==> config.mk <==
export PLATFORM = sky130hd
export DESIGN_NAME = lift53_fwd_line_flat
export DESIGN_NICKNAME = d
export VERILOG_FILES = /design/src/rtl/lift53_fwd_line_if.sv /design/src/rtl/lift53_fwd_line.sv /design/src/flat_wrapper.sv
export SDC_FILE = /design/constraint.sdc
export NUM_CORES = 1
export LEC_CHECK = 0
export ABC_AREA = 0
export CAP_MARGIN = 20
export CORE_MARGIN = 2
export CORE_UTILIZATION = 55
export CTS_BUF_LIST = sky130_fd_sc_hd__clkbuf_8
export DETAILED_ROUTE_END_ITERATION = 12
export GPL_TIMING_DRIVEN = 0
export HOLD_SLACK_MARGIN = 0.06
export PLACE_DENSITY = 0.8
export SLEW_MARGIN = 40
export SYNTH_ARGS = -nofsm -noshare
export SYNTH_HDL_FRONTEND = slang
export SYNTH_SLANG_ARGS = --single-unit
export TNS_END_PERCENT = 30
==> constraint.sdc <==
create_clock -name clk -period 6.35 [get_ports clk]
set_input_delay 1.27 -clock clk [delete_from_list [all_inputs] [get_ports clk]]
set_output_delay 1.27 -clock clk [all_outputs]
set_load 0.05 [all_outputs]
==> src/rtl/lift53_fwd_line_if.sv <==
// rtl/lift53_fwd_line_if.sv - sample/coefficient stream bundle for the forward 5/3 lifting line engine
//
// Purpose: groups the input sample stream, the output coefficient stream and
// the framing error flag of lift53_fwd_line.
// Signals:
//   in_valid/in_ready/in_data/in_last      raw sample stream (x[k], in_last marks x[L-1])
//   out_valid/out_ready/out_s/out_d        coefficient pair stream (s[n], d[n])
//   out_idx/out_last                       pair index n, last pair of the line
//   line_err                               one-cycle framing mismatch pulse
// Modports: master = producer/consumer around the block, slave = the block.
interface lift53_fwd_line_if #(
    parameter int WIDTH    = 10,
    parameter int LINE_LEN = 8
);
    localparam int IDX_W = $clog2(LINE_LEN / 2);

    logic                    in_valid;
    logic                    in_ready;
    logic signed [WIDTH-1:0] in_data;
    logic                    in_last;
    logic                    out_valid;
    logic                    out_ready;
    logic signed [WIDTH+1:0] out_s;
    logic signed [WIDTH+1:0] out_d;
    logic [IDX_W-1:0]        out_idx;
    logic                    out_last;
    logic                    line_err;

    modport master (
        output in_valid, in_data, in_last, out_ready,
        input  in_ready, out_valid, out_s, out_d, out_idx, out_last, line_err
    );

    modport slave (
        input  in_valid, in_data, in_last, out_ready,
        output in_ready, out_valid, out_s, out_d, out_idx, out_last, line_err
    );
endinterface

==> src/rtl/lift53_fwd_line.sv <==
// rtl/lift53_fwd_line.sv - streaming forward LeGall 5/3 lifting engine for one image line
//
// Purpose: accepts LINE_LEN raw samples per line and emits LINE_LEN/2 (s, d)
// pairs with symmetric extension at both line ends.
// Ports:
//   clk   rising-edge clock
//   rst   synchronous active-high reset
//   bus   lift53_fwd_line_if.slave (sample input stream, pair output stream, line_err)
module lift53_fwd_line #(
    parameter int WIDTH    = 10,
    parameter int LINE_LEN = 8
) (
    input logic              clk,
    input logic              rst,
    lift53_fwd_line_if.slave bus
);
    localparam int IDX_W = $clog2(LINE_LEN / 2);
    localparam int K_W   = $clog2(LINE_LEN);
    localparam int WS    = WIDTH + 2;
    localparam int W3    = WIDTH + 3;

    localparam logic [K_W-1:0]       K_LAST   = K_W'(LINE_LEN - 1);
    localparam logic [K_W-1:0]       K_FIRSTP = K_W'(2);
    localparam logic [IDX_W-1:0]     IDX_LAST = IDX_W'(LINE_LEN / 2 - 1);
    localparam logic signed [W3-1:0] ROUND    = W3'(2);

    if ((LINE_LEN % 2) != 0 || LINE_LEN < 4) begin : g_bad_line_len
        $error("lift53_fwd_line: LINE_LEN must be even and >= 4");
    end

    typedef enum logic [1:0] {
        ST_FIRST,
        ST_ODD,
        ST_EVEN
    } state_t;

    state_t                  state;
    logic [K_W-1:0]          k;
    logic signed [WIDTH-1:0] e;
    logic signed [WIDTH-1:0] o;
    logic signed [WS-1:0]    dp;

    logic                    acc;
    logic signed [W3-1:0]    x_w;
    logic signed [W3-1:0]    e_w;
    logic signed [W3-1:0]    o_w;
    logic signed [W3-1:0]    pair_sum;
    logic signed [W3-1:0]    upd_sum;
    logic signed [WS-1:0]    d_n;
    logic signed [WS-1:0]    d_left;
    logic signed [WS-1:0]    s_n;

    assign bus.in_ready = !bus.out_valid || bus.out_ready;
    assign acc          = bus.in_valid && bus.in_ready;

    assign x_w = {{3{bus.in_data[WIDTH-1]}}, bus.in_data};
    assign e_w = {{3{e[WIDTH-1]}}, e};
    assign o_w = {{3{o[WIDTH-1]}}, o};

    // In ODD the incoming sample is x[L-1]; the right mirror x[L] = x[L-2] = e
    // collapses the predict term to e itself. In EVEN the incoming sample is
    // x[2n+2] and the stored odd sample is x[2n+1].
    always_comb begin
        pair_sum = '0;
        if (state == ST_ODD) begin
            d_n = WS'(x_w - e_w);
        end else begin
            pair_sum = e_w + x_w;
            d_n      = WS'(o_w - (pair_sum >>> 1));
        end
        // Left mirror: the first pair of a line (k == 2 in EVEN) reuses its own d.
        d_left  = (state == ST_EVEN && k == K_FIRSTP) ? d_n : dp;
        upd_sum = {d_left[WS-1], d_left} + {d_n[WS-1], d_n} + ROUND;
        s_n     = WS'(e_w + (upd_sum >>> 2));
    end

    always_ff @(posedge clk) begin
        if (rst) begin
            state         <= ST_FIRST;
            k             <= '0;
            e             <= '0;
            o             <= '0;
            dp            <= '0;
            bus.out_valid <= 1'b0;
            bus.out_s     <= '0;
            bus.out_d     <= '0;
            bus.out_idx   <= '0;
            bus.out_last  <= 1'b0;
            bus.line_err  <= 1'b0;
        end else begin
            bus.line_err <= 1'b0;
            if (bus.out_valid && bus.out_ready) begin
                bus.out_valid <= 1'b0;
            end
            if (acc) begin
                k            <= k + 1'b1;
                bus.line_err <= (bus.in_last != (k == K_LAST));
                case (state)
                    ST_FIRST: begin
                        e     <= bus.in_data;
                        state <= ST_ODD;
                    end
                    ST_ODD: begin
                        o <= bus.in_data;
                        if (k == K_LAST) begin
                            bus.out_valid <= 1'b1;
                            bus.out_s     <= s_n;
                            bus.out_d     <= d_n;
                            bus.out_idx   <= IDX_LAST;
                            bus.out_last  <= 1'b1;
                            k             <= '0;
                            state         <= ST_FIRST;
                        end else begin
                            state <= ST_EVEN;
                        end
                    end
                    ST_EVEN: begin
                        // k = 2n+2 here, so k/2 - 1 is the pair index n.
                        bus.out_valid <= 1'b1;
                        bus.out_s     <= s_n;
                        bus.out_d     <= d_n;
                        bus.out_idx   <= k[K_W-1:1] - IDX_W'(1);
                        bus.out_last  <= 1'b0;
                        dp            <= d_n;
                        e             <= bus.in_data;
                        state         <= ST_ODD;
                    end
                    default: state <= ST_FIRST;
                endcase
            end
        end
    end
endmodule

==> src/flat_wrapper.sv <==
// flat-port wrapper written by rule: the top's interface ports become plain ports
module lift53_fwd_line_flat 
#(
    parameter int WIDTH    = 10,
    parameter int LINE_LEN = 8
)
  (clk, rst, bus_in_valid, bus_in_data, bus_in_last, bus_out_ready, bus_in_ready, bus_out_valid, bus_out_s, bus_out_d, bus_out_idx, bus_out_last, bus_line_err);
  lift53_fwd_line_if #(.WIDTH(WIDTH), .LINE_LEN(LINE_LEN)) bus_i ();
  input logic clk;
  input logic rst;
  input wire logic [$bits(bus_i.in_valid)-1:0] bus_in_valid;
  input wire logic [$bits(bus_i.in_data)-1:0] bus_in_data;
  input wire logic [$bits(bus_i.in_last)-1:0] bus_in_last;
  input wire logic [$bits(bus_i.out_ready)-1:0] bus_out_ready;
  output wire logic [$bits(bus_i.in_ready)-1:0] bus_in_ready;
  output wire logic [$bits(bus_i.out_valid)-1:0] bus_out_valid;
  output wire logic [$bits(bus_i.out_s)-1:0] bus_out_s;
  output wire logic [$bits(bus_i.out_d)-1:0] bus_out_d;
  output wire logic [$bits(bus_i.out_idx)-1:0] bus_out_idx;
  output wire logic [$bits(bus_i.out_last)-1:0] bus_out_last;
  output wire logic [$bits(bus_i.line_err)-1:0] bus_line_err;
  assign bus_i.in_valid = bus_in_valid;
  assign bus_i.in_data = bus_in_data;
  assign bus_i.in_last = bus_in_last;
  assign bus_i.out_ready = bus_out_ready;
  assign bus_in_ready = bus_i.in_ready;
  assign bus_out_valid = bus_i.out_valid;
  assign bus_out_s = bus_i.out_s;
  assign bus_out_d = bus_i.out_d;
  assign bus_out_idx = bus_i.out_idx;
  assign bus_out_last = bus_i.out_last;
  assign bus_line_err = bus_i.line_err;
  lift53_fwd_line #(.WIDTH(WIDTH), .LINE_LEN(LINE_LEN)) u_core (.clk(clk), .rst(rst), .bus(bus_i));
endmodule
==> flow_metrics.tcl <==
set metrics [dict create \
    grt_pass1_wl_um 24000 \
    drv_cap 0 \
    power_leakage_nw 2.80 \
    met3_length_um 980 \
    gp_congestion 0.983 \
    drv_slew 0 \
    synth_edf_count 0 \
    violations "negative setup slack" \
    synth_top_family_by_area "compound AO/OA/AOI/OAI gates" \
    min_path_type "reg2reg" \
    fmax_mhz 156 \
    ys_ff_latch 64 \
    antenna_cells 0 \
    hold_viol_final 0 \
    finClkSkew_ps 12.6 \
    hpwl_um 10700 \
    stdcell_count 846 \
    final.setup.tns_ps -46.5 \
    slew_headroom_pct 50.9 \
    max_stage_delay_ps 580 \
    clkLatencyLatePin_ps 350 \
    placed_cells 801 \
    cp_num_cells 28 \
    numPortBuffers 43 \
    grt_max_degree 13 \
    drt-vias-per-instance 6.36 \
    synth_compound_area_share_pct 24.0 \
    rsz0062_at_grt "yes" \
    synth_cells 647 \
    comb_power_share_pct 54.3 \
    grt_pass1_vias 5068 \
    finalCritPeriodShare_pct 101 \
    wl_met2_um 7860 \
    die_h_um 101 \
    setup_violations 2 \
    synth_warnings 0 \
    synth_ff_type "dfxtp_1" \
    initial_core_util_pct 56.5 \
    die_x_um 101 \
    stdcell_area_um2 6820 \
    switching_power_uw 727 \
    power.internal_mw 1.04 \
    worst_path_most_repeated_cell "ha_4" \
    antenna_found_initial 0 \
    ys_types 74 \
    reg2reg_depth 29 \
    clock_power_share_pct 21.2 \
    drt_iter0_drc 537 \
    worstSetupEndpointType "flip-flop" \
    most-common-layout-cells "nor2_1, nand2_1, dfxtp_1" \
    synth_area_um2 5190 \
    async_reset_ff_share_pct 0 \
    top_layer_used "met4" \
    hp-start "u_core.bus.out_s[5]" \
    yosys.area.top_type "dfxtp_1" \
    synth_nets 736 \
    seqPwrFrac_pct 24.4 \
    critPathTopFamily "compound AO/OA/AOI/OAI gates" \
    synth_xor_area_share_pct 5.23 \
    startpoint_type "input pin" \
    post-route-min-period_ps 6400 \
    drive_gt1_share_pct 23.3 \
    drtPass1Iterations 5 \
    cts_inserted_buffers 9 \
    synth_top_area_share_pct 24.7 \
    antenna_left 0 \
    yosys.area_share.simple_pct 18.2 \
    status "finished, violations left" \
    clock_path_buffers 2 \
    synth.avg_cell_area_um2 8.03 \
    track_usage_pct 29.7 \
    final_common_cell "nor2_1" \
    cts_tree "yes" \
    wirelength_um 16300 \
    root_buffer "clkbuf_8" \
    boundaryPins 45 \
    synth_fa_ha_area_share_pct 18.6 \
    crit_type "in2reg" \
    netlist_top_cells_area "dfxtp_1, ha_1, nor2_1" \
    timing.rr.end "u_core.bus.out_s[8]" \
    yosysSeqAreaShare_pct 24.7 \
    row_count 35 \
    critical_path_peak_fanout 4 \
    min_to "u_core.bus.out_s[5]" \
    arrival_ps 6670 \
    crit_path_start "bus_in_data[0]" \
    min_path_cells 2 \
    powerDensity_nw_per_um2 260 \
    clock_sinks 64 \
    tightest_slew_ps 737 \
    clkTransAtPathRegs_ps 70 \
    grt-ovfl-total 0 \
    r2r_setup_slack_ps 210 \
    fillCellCount 633 \
    wire_per_inst_um 19.3 \
    htree_levels 3 \
    met1_length_um 6490 \
    core_um2 9200 \
    area_delta_synth_final_pct 31.3 \
    placed_area_um2 5830 \
    crit-reg2reg-launch "u_core.e[1]" \
    cp_slowest_cell "or4_4" \
    nNetsFinal 819 \
    path_buf_inv 4 \
    final.setup.worst_slack_ps -45.3 \
    switching_share_pct 41.0 \
    vias 5378 \
    drc 0 \
    required_ps 6620 \
    hold_buffers 0 \
    synth.mux.area_fraction_pct 3.49 \
    fin_util_pct 74.1 \
    pre_cts_ws_ps -1300 \
    die_area_um2 10200 \
    p_total_mw 1.77 \
    vdd_ir_drop_max_mv 0.143 \
    whs_ps 456 \
]
## what timing repair did
item | 4_1_cts | 5_1_grt
resized for setup | 56 | 94
pin swaps | 29 | 58
setup endpoints to repair | 6 | 6
setup buffers | 15 | 17
## cell families after synthesis
group,Yosys count
AND/OR/NAND/NOR,209
AO/OA/AOI/OAI,181
adder cells (fa/ha/maj),74
buffers and inverters,71
flip-flops,64
XOR/XNOR,31
multiplexers,17
## final cells by class
class	instances	area (um^2)	area share [%]
multi-input cells	512	4210	61.8
flip-flops and latches	64	1280	18.8
repair buffers	75	673	9.87
plain buffers	30	164	2.40
inverters	38	145	2.13
well taps	111	139	2.04
clock buffers	10	138	2.02
clock inverters	6	67.6	0.991
## power by group through the flow
stage	logic, mW	clock network [mW]	registers [mW]
after global placement	0.682	0	0.440
final	0.963	0.376	0.433
after floorplan	0.541	0	0.451
after global routing	1.04	0.390	0.434
after CTS	0.788	0.375	0.432
after detailed placement	0.705	0	0.441
## registers in the layout, indices dropped and copies added (netlist names)
register	flops
u_core.bus.out_s	12
u_core.bus.out_d	11
u_core.dp	11
u_core.e	10
u_core.o	10
u_core.k	3
u_core.bus.out_idx	2
u_core.state	2
u_core.bus.line_err	1
u_core.bus.out_last	1
u_core.bus.out_valid	1
## synth_stat cells, drive strengths merged, types with 4 or more instances
cell and number:
a2111oi 4, o21a 7, inv 38, a21o 7, a21oi 59, dfxtp 64, ha 69, fa 5
o21ai 33, o211ai 7, nand2 67, mux2i 14, nor3 8, a211oi 21, o31ai 4, a311oi 7
and3 6, nand3 14, xor2 5, xnor2 26, buf 21, nor2 78, nand2b 9, nor2b 5
clkbuf 12, o21bai 5
## worst register-to-register path, delay by kind of cell, from the launching register on
family	cells	cell delay [ps]
adder cells (fa/ha/maj)	5	1260
flip-flops	1	560
AO/OA/AOI/OAI	9	1710
AND/OR/NAND/NOR	9	1620
buffers and inverters	3	510
XOR/XNOR	3	400
## worst max-delay path by stage
stage	endpoint	slack [ps]
4_1_cts	u_core.bus.out_s[10]	-140
5_1_grt	u_core.bus.out_s[8]	-260
3_3_place_gp	u_core.bus.out_s[10]	-1190
3_5_place_dp	u_core.bus.out_s[10]	-1300
6_report	u_core.bus.out_s[8]	-50
2_1_floorplan	u_core.bus.out_s[10]	-20
## per-layer routing
layer  global-route usage [%]  vias to the layer above
li1                         -                     2472
met1                     36.7                     2522
met2                     49.8                      291
met3                     4.14                       93
met4                     16.6                        0
met5                        0                        -
No activity file was read; power rests on OpenSTA's default activity.
